[src/rtl/hazard_forward_unit_pkg.sv]
// Shared types and constants for the EX-stage hazard detection / forwarding unit.
package hazard_forward_unit_pkg;

  localparam int unsigned REG_W = 5;
  localparam int unsigned FWD_W = 2;

  // Operand select encodings for the EX operand muxes.
  localparam logic [FWD_W-1:0] FWD_REGFILE = 2'b00;
  localparam logic [FWD_W-1:0] FWD_EXMEM   = 2'b10;
  localparam logic [FWD_W-1:0] FWD_MEMWB   = 2'b01;

  // Architectural zero register; never a forwarding or stall source.
  localparam logic [REG_W-1:0] REG_ZERO = 5'd0;

  // Destination tracker entry for the instruction sitting in MEM.
  typedef struct packed {
    logic             valid;
    logic [REG_W-1:0] rd;
    logic             reg_write;
    logic             mem_read;
  } mem_entry_t;

  // Destination tracker entry for the instruction sitting in WB.
  typedef struct packed {
    logic             valid;
    logic [REG_W-1:0] rd;
    logic             reg_write;
  } wb_entry_t;

  // True when a tracked producer will write the register a consumer reads.
  function automatic logic fwd_hit(
    input logic             valid,
    input logic             reg_write,
    input logic [REG_W-1:0] rd,
    input logic [REG_W-1:0] src
  );
    return valid & reg_write & (rd != REG_ZERO) & (rd == src);
  endfunction

endpackage

[src/rtl/hazard_forward_unit_fwd_select.sv]
// Forwarding select for one EX operand: MEM producer beats WB producer.
module fwd_select
  import hazard_forward_unit_pkg::*;
(
  input  logic             mem_valid_i,
  input  logic [4:0]       mem_reg_i,
  input  logic             mem_reg_write_i,
  input  logic             wb_valid_i,
  input  logic [4:0]       wb_reg_i,
  input  logic             wb_reg_write_i,
  input  logic [4:0]       src_reg_i,
  output logic [1:0]       sel_o
);

  logic mem_hit_c;
  logic wb_hit_c;

  assign mem_hit_c = fwd_hit(mem_valid_i, mem_reg_write_i, mem_reg_i, src_reg_i);
  assign wb_hit_c  = fwd_hit(wb_valid_i, wb_reg_write_i, wb_reg_i, src_reg_i);

  // Most recent producer wins; fall back to the register file.
  always_comb begin
    sel_o = FWD_REGFILE;
    if (mem_hit_c) begin
      sel_o = FWD_EXMEM;
    end else if (wb_hit_c) begin
      sel_o = FWD_MEMWB;
    end
  end

endmodule

[src/rtl/hazard_forward_unit.sv]
// Tracks EX destination registers through MEM/WB, drives operand forwarding
// selects and the one-cycle load-use stall, and counts stall cycles.
module hazard_forward_unit
  import hazard_forward_unit_pkg::*;
#(
  parameter int unsigned CNT_WIDTH = 16
) (
  input  logic                 Clk,
  input  logic                 Rst,
  input  logic                 hold,
  input  logic                 ex_valid,
  input  logic [4:0]           ex_write_reg,
  input  logic                 ex_reg_write,
  input  logic                 ex_mem_read,
  input  logic [4:0]           ex_rs,
  input  logic [4:0]           ex_rt,
  input  logic [4:0]           id_rs,
  input  logic [4:0]           id_rt,
  input  logic                 id_uses_rs,
  input  logic                 id_uses_rt,
  output logic [1:0]           forward_a,
  output logic [1:0]           forward_b,
  output logic                 stall,
  output logic [CNT_WIDTH-1:0] stall_count
);

  mem_entry_t           mem_q, mem_d;
  wb_entry_t            wb_q,  wb_d;
  logic [CNT_WIDTH-1:0] cnt_q, cnt_d;

  logic load_in_ex_c;
  logic rs_dep_c;
  logic rt_dep_c;
  logic stall_c;

  // Load-use hazard: a real load in EX whose target the ID instruction reads.
  always_comb begin
    load_in_ex_c = ex_valid & ex_mem_read & ex_reg_write & (ex_write_reg != REG_ZERO);
    rs_dep_c     = id_uses_rs & (id_rs == ex_write_reg);
    rt_dep_c     = id_uses_rt & (id_rt == ex_write_reg);
    stall_c      = load_in_ex_c & (rs_dep_c | rt_dep_c) & ~hold & ~Rst;
  end

  // Tracker advance and saturating stall counter; a freeze holds everything.
  always_comb begin
    mem_d = mem_q;
    wb_d  = wb_q;
    cnt_d = cnt_q;
    if (!hold) begin
      wb_d.valid       = mem_q.valid;
      wb_d.rd          = mem_q.rd;
      wb_d.reg_write   = mem_q.reg_write;
      mem_d.valid      = ex_valid;
      mem_d.rd         = ex_write_reg;
      mem_d.reg_write  = ex_reg_write;
      mem_d.mem_read   = ex_mem_read;
    end
    if (stall_c && (cnt_q != {CNT_WIDTH{1'b1}})) begin
      cnt_d = cnt_q + CNT_WIDTH'(1);
    end
  end

  // State registers with synchronous reset.
  always_ff @(posedge Clk) begin
    if (Rst) begin
      mem_q <= '0;
      wb_q  <= '0;
      cnt_q <= '0;
    end else begin
      mem_q <= mem_d;
      wb_q  <= wb_d;
      cnt_q <= cnt_d;
    end
  end

  fwd_select u_fwd_a (
    .mem_valid_i     (mem_q.valid),
    .mem_reg_i       (mem_q.rd),
    .mem_reg_write_i (mem_q.reg_write),
    .wb_valid_i      (wb_q.valid),
    .wb_reg_i        (wb_q.rd),
    .wb_reg_write_i  (wb_q.reg_write),
    .src_reg_i       (ex_rs),
    .sel_o           (forward_a)
  );

  fwd_select u_fwd_b (
    .mem_valid_i     (mem_q.valid),
    .mem_reg_i       (mem_q.rd),
    .mem_reg_write_i (mem_q.reg_write),
    .wb_valid_i      (wb_q.valid),
    .wb_reg_i        (wb_q.rd),
    .wb_reg_write_i  (wb_q.reg_write),
    .src_reg_i       (ex_rt),
    .sel_o           (forward_b)
  );

  assign stall       = stall_c;
  assign stall_count = cnt_q;

endmodule
[config.mk]
export PLATFORM = sky130hd
export DESIGN_NAME = hazard_forward_unit
export DESIGN_NICKNAME = d
export VERILOG_FILES = /design/src/rtl/hazard_forward_unit_pkg.sv /design/src/rtl/hazard_forward_unit_fwd_select.sv /design/src/rtl/hazard_forward_unit.sv
export SDC_FILE = /design/constraint.sdc
export NUM_CORES = 1
export LEC_CHECK = 0
export ABC_CLOCK_PERIOD_IN_PS = 1900
export BUFFER_PORTS_ARGS = -buffer_cell sky130_fd_sc_hd__buf_2
export CAP_MARGIN = 20
export CORE_MARGIN = 2
export CORE_UTILIZATION = 29
export DETAILED_ROUTE_END_ITERATION = 7
export HOLD_SLACK_MARGIN = 0.1
export PLACE_DENSITY = 0.55
export SYNTH_ARGS = -nofsm -noshare
export SYNTH_HDL_FRONTEND = slang
export SYNTH_SLANG_ARGS = --single-unit
[constraint.sdc]
create_clock -name Clk -period 1.9 [get_ports Clk]
set_input_delay 0.095 -clock Clk [delete_from_list [all_inputs] [get_ports Clk]]
set_output_delay 0.095 -clock Clk [all_outputs]
set_load 0.05 [all_outputs]
Word-level counts from Yosys, hierarchy flattened
Cells that the tools add are included.
- add/sub/neg operators: 1
- eq/ne operators: 7
- mux-type cells: 4
- bitwise gates (word level): 19
- reduce and logical (&&, ||, !) cells: 4
- operator list (cell ; count):
    $eq 5x5->1 ; 6
    $add 16x1->16 const B ; 1
    $and 1x1->1 ; 16
    $ne 16x16->1 const B ; 1
    $reduce_bool 5->1 ; 3
    $mux 2 ; 2
    $mux 1 ; 2
    $not 1->1 ; 2
    $logic_and 1x1->1 ; 1
    $or 1x1->1 ; 1
- flip-flop bits (word level): 30
- output and inout port bits: 21
- word-level logic and storage cells: 42

Logic depth before layout (Yosys ltp)
Gate-level depths: netlist (run 1).
- depth after elaboration: 7
- mapped depth: 8

Hierarchy
A second synthesis (run 1) with hierarchy kept.
- cells, all modules: 212
- area total of the unflattened synthesis: 1863.0 µm²
- modules (own cells, without submodules) (module ; times used ; cells an instance ; area an instance (µm²) ; sequential area each (µm²)):
    hazard_forward_unit ; 1 ; 172 ; 1532.7 ; 600.6
    fwd_select ; 2 ; 20 ; 165.2 ; 0.0

Least setup slack after synthesis (run 1)
OpenSTA, ideal clock, no wires.
- kind: register to output
- start point: register mem_q[3] (netlist bit)
- end point: output forward_b[0]
- data arrival time: 2.695 ns
- path slack: -0.890 ns
- stages on the path, launching flop included: 5
- path buffers: 0
- path through: dfxtp_1 -> or4_1 -> o211ai_1 -> nor4_1 -> nor4_1
- cells in the longest elaborated chain, start to end: 4
- elaborated cells between the ends (all ways): 5
- classes of those cells: eq/ne (1); mux (1); bitwise (2); reduce/logical (1)
- RTL lines (item ; RTL line ; source):
    from (decl) ; hazard_forward_unit.sv:27 ; mem_entry_t mem_q, mem_d;
    from (signal assigned) ; hazard_forward_unit.sv:70 ; mem_q <= mem_d;
    $reduce_bool 5->1 ; hazard_forward_unit_pkg.sv:37 ; return valid & reg_write & (rd != REG_ZERO) & (rd == src);
    $and 1x1->1 ; hazard_forward_unit_pkg.sv:37 ;
    $and 1x1->1 * ; hazard_forward_unit_pkg.sv:37 ;
    via u_fwd_b.mem_hit_c ; hazard_forward_unit_fwd_select.sv:15 ; logic mem_hit_c;
    $mux 2 * ; hazard_forward_unit_fwd_select.sv:24 ; if (mem_hit_c) begin
    to (decl) ; hazard_forward_unit.sv:22 ; output logic [1:0] forward_b,
Mark *: on every way through the listed nets, which the timed path passes. The rest lies on a longest branch.

Worst setup path after layout (run 1)
- start point: register wb_q[5] (netlist bit)
- end point: output forward_b[0]
- cells in the longest elaborated chain, start to end: 5
- elaborated cells between the ends (all ways): 6
- classes of those cells: eq/ne (1); mux (2); bitwise (2); reduce/logical (1)
- RTL lines (item ; RTL line ; source):
    from (decl) ; hazard_forward_unit.sv:28 ; wb_entry_t wb_q, wb_d;
    from (signal assigned) ; hazard_forward_unit.sv:71 ; wb_q <= wb_d;
    $reduce_bool 5->1 ; hazard_forward_unit_pkg.sv:37 ;
    $and 1x1->1 ; hazard_forward_unit_pkg.sv:37 ;
    $and 1x1->1 * ; hazard_forward_unit_pkg.sv:37 ;
    $mux 1 * ; hazard_forward_unit_fwd_select.sv:26 ; end else if (wb_hit_c) begin
    $mux 2 * ; hazard_forward_unit_fwd_select.sv:24 ;
Mark *: on every way between the ends. The rest lies on a longest branch, timed or not.

==> results.toml, run 1 <==
[sta]
worst_slack_ps = -110.3
drv_slew = 0
finalCriticalPeriod_ps = 2010
setup_viol = 3
worst_pin_slew_ps = 475.5
grt_setup_unrepaired = "true"
holdWs_ps = 94.64
finalCritPeriodShare_pct = 105.8
fin_skew_ps = 7.025
hold_viol_final = 0
max_freq_mhz = 497.4
relSlewSlack_pct = 68.01

[routing]
vias = 1739
drcViolationCount = 0
dr.pass1.iters = 4
viasPerCell = 4.954
post_drt_wl_per_cell_um = 13.26
ant_nets = 0
finalWirelength_mm = 4.656
drt-initial-drc-count = 79

[layout]
drive_gt1_share_pct = 39.49
insertedDiodeCount = 0
fin_nets = 309
fillers = 597
areaGrowthSynthToFinish_pct = 40.40

[place]
routabilityCongestion = 0.8648
post-dp-hpwl_mm = 3.490
dp_slack_ps = -0.4975
io_buffer_count = 53

[worst_setup_path]
crit_required_ps = 1800
worstPathArrival_ps = 1920
critical_path.top_delay_family = "simple AND/OR/NAND/NOR gates"
worstSetupEndpointType = "primary output"
slowest_stage = "or4_4"
crit_chain = "or4_1, o211ai_1, or4_4, nor4_4, buf_6"
start_kind = "flop"
path_max_fanout = 2
crit_type = "reg2out"
critPathMaxStageDelay_ps = 570
worst-path-buf-inv = 1

[global_routing]
groute.usage.overall_pct = 14.63
grt_pass1_vias = 1668
grt_pass1_wl_mm = 7.603
grt_overflow = 0
grt_antenna_before_repair = 0
grt_max_degree = 32

[floorplanning]
coreArea_sq_um = 5956
dieArea_sq_um = 6828
io_pins = 54
initial_core_util_pct = 30.11
rows = 28
die-width_um = 82.63
dieHeight_um = 82.63

[synthesis]
postSynthAreaPerCell_sq_um = 8.876
synth_area_leader_cell = "dfxtp_1"
netlist_area_sq_um = 1793
synth_fp_nets = 236
synth_top_area_share_pct = 33.50
synthCells = 202
synth-edff-count = 0
synthTopCellsByArea = "dfxtp_1 (33%), xor2_1 (9.8%), mux2i_1 (7.8%)"
synthTopCellsByCount = "dfxtp_1 (30), xor2_1 (20), a21oi_1 (15), nor2_1 (15), mux2i_1 (14)"
ys.flop_type = "dfxtp_1"
synth.most_common_cell = "dfxtp_1"
synth_warnings = 0
yosys.cell_types.count = 36
seq_area_frac_synth_pct = 33.50
synth_seq_cells = 30
async_flop_share_pct = 0

[status]
status = "complete, but fails checks"
violations = "negative setup slack"

[cts]
cts_max_level = 2
numClockSinks = 30
cts_root_buf = "clkbuf_8"
clk_pin_slew_ps = 70
cts_inserted_buffers = 5
clk_latency_ps = 290
clk_path_buf_depth = 2
cts_tree = "done"

[job]
cap_violations = 0

[power]
ir_drop_uv = 245.5
p_leak_nw = 1.064
p_per_area_nw_per_um2 = 642.2

[hold_path]
hold_class = "in2reg"
[metal layers]
layer | part of all wire (%) | up-vias | track usage [%] | wire length, um
met1 | 47 | 795 | 18.89 | 2182
met5 | 0 | - | 0 | 0
met4 | 1.4 | 0 | 5.246 | 66
met3 | 5.3 | 6 | 4.674 | 249
li1 | - | 894 | - | -
met2 | 46 | 44 | 22.82 | 2156
[layout by cell type, fill, tap and decap left out, types with 6 or more instances in the layout]
cell	count
mux2i_1	14
a21oi_1	15
clkbuf_8	6
buf_2	49
o21ai_0	7
nor2_1	15
dfxtp_1	19
or3_1	6
nand3_1	6
dfxtp_2	8
buf_4	26
xor2_1	20
or4_1	10
o31ai_1	8
xnor2_1	10
nand4_1	7
[report_power, final]
group | total (mW) | switching (mW) | leakage (nW) | internal, mW
combinational | 0.200 | 0.105 | 0.744 | 0.0952
sequential | 0.648 | 0.00950 | 0.250 | 0.639
clock | 0.769 | 0.262 | 0.0696 | 0.507
[registers in the layout, summed over array words and instances (netlist names)]
| signal | cells |
|---|---|
| mem_q | 7 |
| wb_q | 7 |
| stall_count | 16 |
[metrics by stage]
stage                     utilization (%)  total power, mW  instances  area, sq um  setup TNS [ps]
after detailed placement            38.32           0.8533        339         2282         -0.4975
after CTS                           41.76            1.623        351         2487          -170.2
after floorplan                         -           0.7682        202         1841          -319.5
final                               42.27            1.617        351         2517          -173.2
after global routing                42.27            1.681        351         2517          -433.1
after global placement              38.32           0.8518        339         2282               0
[area by class of cell]
class | instances | area (sq um) | share of cell area, %
Tap cell | 75 | 93.84 | 3.728
Clock buffer | 7 | 107.6 | 4.274
Clock inverter | 1 | 30.03 | 1.193
Multi-Input combinational cell | 158 | 1176 | 46.72
Inverter | 1 | 3.754 | 0.1491
Sequential cell | 30 | 621.8 | 24.70
Timing Repair Buffer | 79 | 484.2 | 19.23
[timing repair]
action / in CTS / in global routing
buffers inserted: 3 / 0
resized for setup: 11 / 6
pin swaps: 6 / 0
setup endpoints to repair: 2 / 5
hold buffers: 1 / 0
cloned: 0 / 0
endpoints found under the hold margin: 1 / 0
[cells by family after synthesis]
group                      Yosys count  share of synthesized area [%]
xor gates and xnor gates            30                          14.65
adders and majority gates            1                         0.6977
AOI/OAI and AO/OA                   38                          13.68
and+or+nand+nor                     74                          25.12
buffers and inverters               14                          3.907
muxes                               15                          8.444
DFF                                 30                          33.50
[path summary, 6_finish.rpt]
| check | from | end | slack [ps] | depth (start not counted) |
|---|---|---|---|---|
| setup / recovery | wb_q[5]$_SDFFE_PP0N_ | forward_b[0] | -110 | 5 |
| hold / removal | ex_reg_write | mem_q[1]$_SDFFE_PP0N_ | 90 | 3 |
| setup reg to reg | stall_count[0]$_SDFFE_PP0P_ | stall_count[1]$_SDFFE_PP0P_ | 150 | 7 |
| hold reg to reg | stall_count[7]$_SDFFE_PP0P_ | stall_count[7]$_SDFFE_PP0P_ | 490 | 2 |
[worst register-to-register path: stages (launching register included)]
cell	delay, ps
dfxtp_4	360
ha_2	180
and3_1	200
nand4_1	150
o21ai_2	140
buf_4	190
or3b_1	340
a21oi_1	120
(Power assumes the default switching activity.)
==> run 2, diff against run 1 <==
--- a/config.mk
+++ b/config.mk
@@ -9,3 +9,2 @@
 export BUFFER_PORTS_ARGS = -buffer_cell sky130_fd_sc_hd__buf_2
-export CAP_MARGIN = 20
 export CORE_MARGIN = 2
--- a/constraint.sdc
+++ b/constraint.sdc
@@ -3,2 +3,2 @@
 set_output_delay 0.095 -clock Clk [all_outputs]
-set_load 0.05 [all_outputs]
+set_load 0.01 [all_outputs]
==> run 2 against run 1 <==
Against the previous run: the run still ends with negative setup slack left; die area stayed put; critical path type unchanged; total power is 8.6% lower; sequential power is 1% higher; final cell count is 2.8% lower; count of clock-buffer cells in the layout is 2 lower.
==> results.toml, run 2 (same netlist as run 1, synthesis figures left out) <==
[status]
status = "complete, but fails checks"
violations = "negative setup slack"

[routing]
dr.pass1.iters = 4
viasPerCell = 4.927
vias = 1680
drcViolationCount = 0
finalWirelength_mm = 4.630
drt-initial-drc-count = 58
ant_nets = 0
post_drt_wl_per_cell_um = 13.58

[floorplanning]
io_pins = 54
dieArea_sq_um = 6828
dieHeight_um = 82.63
die-width_um = 82.63
coreArea_sq_um = 5956
initial_core_util_pct = 30.11
rows = 28

[worst_setup_path]
worstPathArrival_ps = 1830
slowest_stage = "or4_1"
crit_chain = "or4_1, o211ai_1, nor4_1, nor4_2, buf_2"
crit_type = "reg2out"
start_kind = "flop"
critPathMaxStageDelay_ps = 540
path_max_fanout = 2
worstSetupEndpointType = "primary output"
crit_required_ps = 1800

[sta]
max_freq_mhz = 519.2
grt_setup_unrepaired = "true"
finalCritPeriodShare_pct = 101.4
holdWs_ps = 106.6
drv_slew = 0
setup_viol = 1
setup_tns_ps = -25.92
relSlewSlack_pct = 61.98
hold_viol_final = 0
worst_slack_ps = -25.92
finalCriticalPeriod_ps = 1926
fin_skew_ps = 7.101
worst_pin_slew_ps = 565.1

[layout]
areaGrowthSynthToFinish_pct = 31.19
fillers = 637
layout_commonest_cell = "buf_2"
mostFrequentLayoutCells = "buf_2 (53), dfxtp_1 (26), xor2_1 (20)"
drive_gt1_share_pct = 33.08
fin_nets = 299
largest_reg_flops = 16
insertedDiodeCount = 0

[power]
p_seq_share_pct = 44.4
intPower_mw = 1.122
switching_share_pct = 24.07
p_per_area_nw_per_um2 = 628.1
comb_power_share_pct = 13.0
power.net_switching_uw = 355.6
power_mw = 1.477
p_leak_nw = 1.002
ir_drop_uv = 227.1
pwr-share-clk_pct = 42.7

[cts]
clk_pin_slew_ps = 70
hold_buffers = 0
cts_tree = "done"
clk_path_buf_depth = 2
numClockSinks = 30
cts_root_buf = "clkbuf_8"
cts_inserted_buffers = 5
clk_latency_ps = 280
cts_max_level = 2

[global_routing]
grt_max_degree = 33
grt_pass1_wl_mm = 7.569
groute.usage.overall_pct = 14.55
grt_antenna_before_repair = 0
grt_pass1_vias = 1669
grt_overflow = 0

[place]
io_buffer_count = 53
routabilityCongestion = 0.7757
post-dp-hpwl_mm = 3.579

[hold_path]
hold_class = "in2reg"

[job]
cap_violations = 0
[run 2: layer usage]
metal / vias up / track usage [%] / share of wire, %
li1: 871 / - / -
met1: 771 / 19.00 / 46
met2: 36 / 23.06 / 47
met3: 2 / 4.239 / 6.0
met4: 0 / 4.590 / 0.73
met5: - / 0 / 0
[run 2: final timing paths]
kind                                      from  cells after the start  slack (ps)                           end
hold reg to reg   stall_count[15]$_SDFFE_PP0P_                      2         510  stall_count[15]$_SDFFE_PP0P_
hold / removal                    ex_reg_write                      3         110         mem_q[1]$_SDFFE_PP0N_
setup / recovery         mem_q[3]$_SDFFE_PP0N_                      5         -30                  forward_b[0]
setup reg to reg   stall_count[0]$_SDFFE_PP0P_                      6         130   stall_count[5]$_SDFFE_PP0P_
[run 2: through the flow]
| step | cells | utilization (%) | area [sq um] | worst slack, ps |
|---|---|---|---|---|
| final | 341 | 39.50 | 2352 | -25.92 |
| after detailed placement | 333 | 37.25 | 2218 | -21.56 |
| after global routing | 341 | 39.50 | 2352 | -135.5 |
| after CTS | 341 | 39.26 | 2338 | -38.19 |
| after floorplan | 202 | - | 1793 | 4.578 |
| after global placement | 333 | 37.25 | 2218 | 51.03 |
[run 2: repair_timing]
item,in CTS,in global routing
pin swaps,3,1
hold endpoints to repair,0,0
setup buffers,0,0
gates resized for setup,5,2
endpoints found under the setup margin,2,4
[run 2: area by class of cell]
cell class | instances | area (sq um) | share of cell area, %
clock buffer | 5 | 68.82 | 2.926
sequential | 30 | 605.6 | 25.74
inverter | 1 | 3.754 | 0.1596
timing repair buffer | 69 | 397.9 | 16.91
multi-input combinational | 158 | 1142 | 48.56
tap | 75 | 93.84 | 3.989
clock inverter | 3 | 40.04 | 1.702
[run 2: power groups by stage]
stage / Combinational, mW / Sequential (mW) / Clock, mW
floorplan: 0.101 / 0.670 / 0
finish: 0.191 / 0.656 / 0.630
global placement: 0.191 / 0.669 / 0
CTS: 0.194 / 0.656 / 0.649
global route: 0.212 / 0.657 / 0.690
detailed placement: 0.192 / 0.669 / 0
[run 2: worst max-delay path: cells and delay by family, from the launching register on]
| family | cells | cell delay [ps] |
|---|---|---|
| AOI/OAI and AO/OA | 1 | 230 |
| buffers and inverters | 1 | 180 |
| DFF | 1 | 310 |
| and+or+nand+nor | 3 | 830 |
==> run 3, diff against run 2 <==
Settings changed: ABC_AREA from default to 1, CTS_BUF_LIST from default to sky130_fd_sc_hd__clkbuf_8, PLACE_DENSITY 0.55 to 0.54.
==> run 3 against run 2 <==
Against the previous run: the flow now finishes without violations; via count rose by 22%; die area rose by 9.8%; largest power group unchanged; area after synthesis is 10% higher; worst setup slack improved by 150 ps; fmax increased by 8.2%.
==> results.toml, run 3 <==
[power]
p_seq_share_pct = 50.0
pwr-share-clk_pct = 35.7
power_mw = 1.348
p_per_area_nw_per_um2 = 543.7
p_leak_nw = 1.266
comb_power_share_pct = 14.3
switching_share_pct = 27.02
power.net_switching_uw = 364.1
intPower_uw = 983.4
ir_drop_uv = 391.5

[status]
status = "finished clean"

[synthesis]
yosys.cell_types.count = 25
synth_top_area_share_pct = 30.36
synth.most_common_cell = "nand2_1"
synth_area_leader_cell = "dfxtp_1"
postSynthAreaPerCell_sq_um = 6.182
synthCells = 320
async_flop_share_pct = 0
synth_warnings = 0
synthTopCellsByCount = "nand2_1 (68), nor2_1 (65), inv_1 (45)"
netlist_area_sq_um = 1978
synth_seq_cells = 30
synth-edff-count = 0
ys.flop_type = "dfxtp_1"
synthTopCellsByArea = "dfxtp_1 (30%), nand2_1 (13%), nor2_1 (12%)"
seq_area_frac_synth_pct = 30.36
synth_fp_nets = 354

[sta]
relSlewSlack_pct = 71.37
hold_viol_final = 0
drv_slew = 0
setup_viol = 0
setup_tns_ps = 0
finalCritPeriodShare_pct = 93.66
worst_pin_slew_ps = 426.8
fin_skew_ps = 5.447
grt_setup_unrepaired = "false"
max_freq_mhz = 561.9
finalCriticalPeriod_ps = 1780

[floorplanning]
io_pins = 54
dieHeight_um = 86.59
initial_core_util_pct = 29.61
rows = 30
die-width_um = 86.59
dieArea_sq_um = 7498
coreArea_sq_um = 6681

[routing]
drt-initial-drc-count = 90
dr.pass1.iters = 4
finalWirelength_mm = 5.038
drcViolationCount = 0
post_drt_wl_per_cell_um = 10.83
viasPerCell = 4.419
ant_nets = 0
vias = 2055

[layout]
largest_reg_flops = 16
areaGrowthSynthToFinish_pct = 25.30
mostFrequentLayoutCells = "nand2_1 (68), nor2_1 (65), buf_2 (53), inv_1 (45), dfxtp_1 (30)"
post-route-cell-area_sq_um = 2479
fin_nets = 419
drive_gt1_share_pct = 21.56
layout_commonest_cell = "nand2_1"
insertedDiodeCount = 0

[place]
dpl_cell_area_sq_um = 2332
routabilityCongestion = 0.8555
io_buffer_count = 53
post-dp-hpwl_mm = 3.907

[worst_setup_path]
crit_type = "in2out"
r2r_slack_ps = 260
worstPathArrival_ps = 1680
slowest_stage = "dlygate4sd3_1"
crit_chain = "dlygate4sd3_1, buf_2, nand2_1, nand2_1, nor2_1, nand3_2, a21oi_4, buf_2"
start_kind = "primary input"
reg2regPathDepth = 10
critPathMaxStageDelay_ps = 530
worstSetupEndpointType = "primary output"
r2r_start = "stall_count[1]$_SDFFE_PP0P_"
crit_required_ps = 1800
path_max_fanout = 9
r2r-end = "stall_count[15]$_SDFFE_PP0P_"

[cts]
clk_pin_slew_ps = 70
cts_inserted_buffers = 5
cts_tree = "done"
numClockSinks = 30
clk_latency_ps = 280
cts_max_level = 2
clk_path_buf_depth = 2
cts_root_buf = "clkbuf_8"

[global_routing]
grt_max_degree = 19
grt_pass1_wl_mm = 8.942
grt_pass1_vias = 2060
groute.usage.overall_pct = 14.67
grt_antenna_before_repair = 0
grt_overflow = 0

[hold_path]
hold_class = "in2reg"
min_path_cells = 3
holdPathEnd = "mem_q[3]$_SDFFE_PP0N_"
hold_start = "ex_write_reg[1]"

[job]
cap_violations = 0
run 3: routing by layer:
layer	up-vias	global-route usage [%]	part of all wire (%)
li1	1116	-	-
met1	891	18.49	48
met2	40	25.10	47
met3	8	3.524	4.3
met4	0	3.835	1.0
met5	-	0	0
run 3: final cells by class:
type	instances	area [sq um]
Clock inverter	2	10.01
Clock buffer	5	68.82
Tap cell	80	100.1
Inverter	51	191.4
Timing Repair Buffer	65	362.8
Fill cell	755	4203
Multi-Input combinational cell	232	1145
Sequential cell	30	600.6
run 3: what timing repair did:
item                                    CTS  global route
hold endpoints to repair                  5             0
hold buffers                              3             0
resized for setup                         0             0
buffers inserted                          0             5
endpoints found under the setup margin    0             1
run 3: critical path, delay by kind of cell:
family                 cells  cell delay (ps)
buffers and inverters      3              860
AND/OR/NAND/NOR            4              410
AO/OA/AOI/OAI              1              310
run 3: per-stage QoR:
stage	worst slack [ps]	instances	utilization (%)	hold WS [ps]
after floorplan	396.3	320	-	166.6
after global placement	369.0	450	34.91	339.3
after detailed placement	292.3	450	34.91	343.2
after CTS	13.70	460	36.54	104.4
after global routing	1.760	465	37.10	124.7
final	120.4	465	37.10	111.2
run 3: cells by family after synthesis:
logic type / count (synthesis) / share of synthesized area (%)
adders and majority gates: 1 / 0.6324
and+or+nand+nor: 177 / 38.27
AOI/OAI and AO/OA: 33 / 9.677
xor gates and xnor gates: 21 / 9.298
DFF: 30 / 30.36
buffers and inverters: 58 / 11.76
run 3: how the worst max path moves through the flow:
stage	startpoint	end	slack, ps
after CTS	ex_write_reg[0]	stall	10
after floorplan	stall_count[1]$_SDFFE_PP0P_	stall_count[15]$_SDFFE_PP0P_	400
after global routing	Rst	stall	2
after detailed placement	stall_count[1]$_SDFFE_PP0P_	stall_count[15]$_SDFFE_PP0P_	290
final	ex_write_reg[0]	stall	120
after global placement	stall_count[0]$_SDFFE_PP0P_	stall_count[15]$_SDFFE_PP0P_	370
run 3: power groups by stage:
stage / clock network [mW] / registers [mW] / logic [mW]
floorplan: 0 / 0.681 / 0.121
global placement: 0 / 0.689 / 0.187
detailed placement: 0 / 0.689 / 0.189
CTS: 0.498 / 0.674 / 0.195
global route: 0.520 / 0.677 / 0.223
finish: 0.481 / 0.674 / 0.192
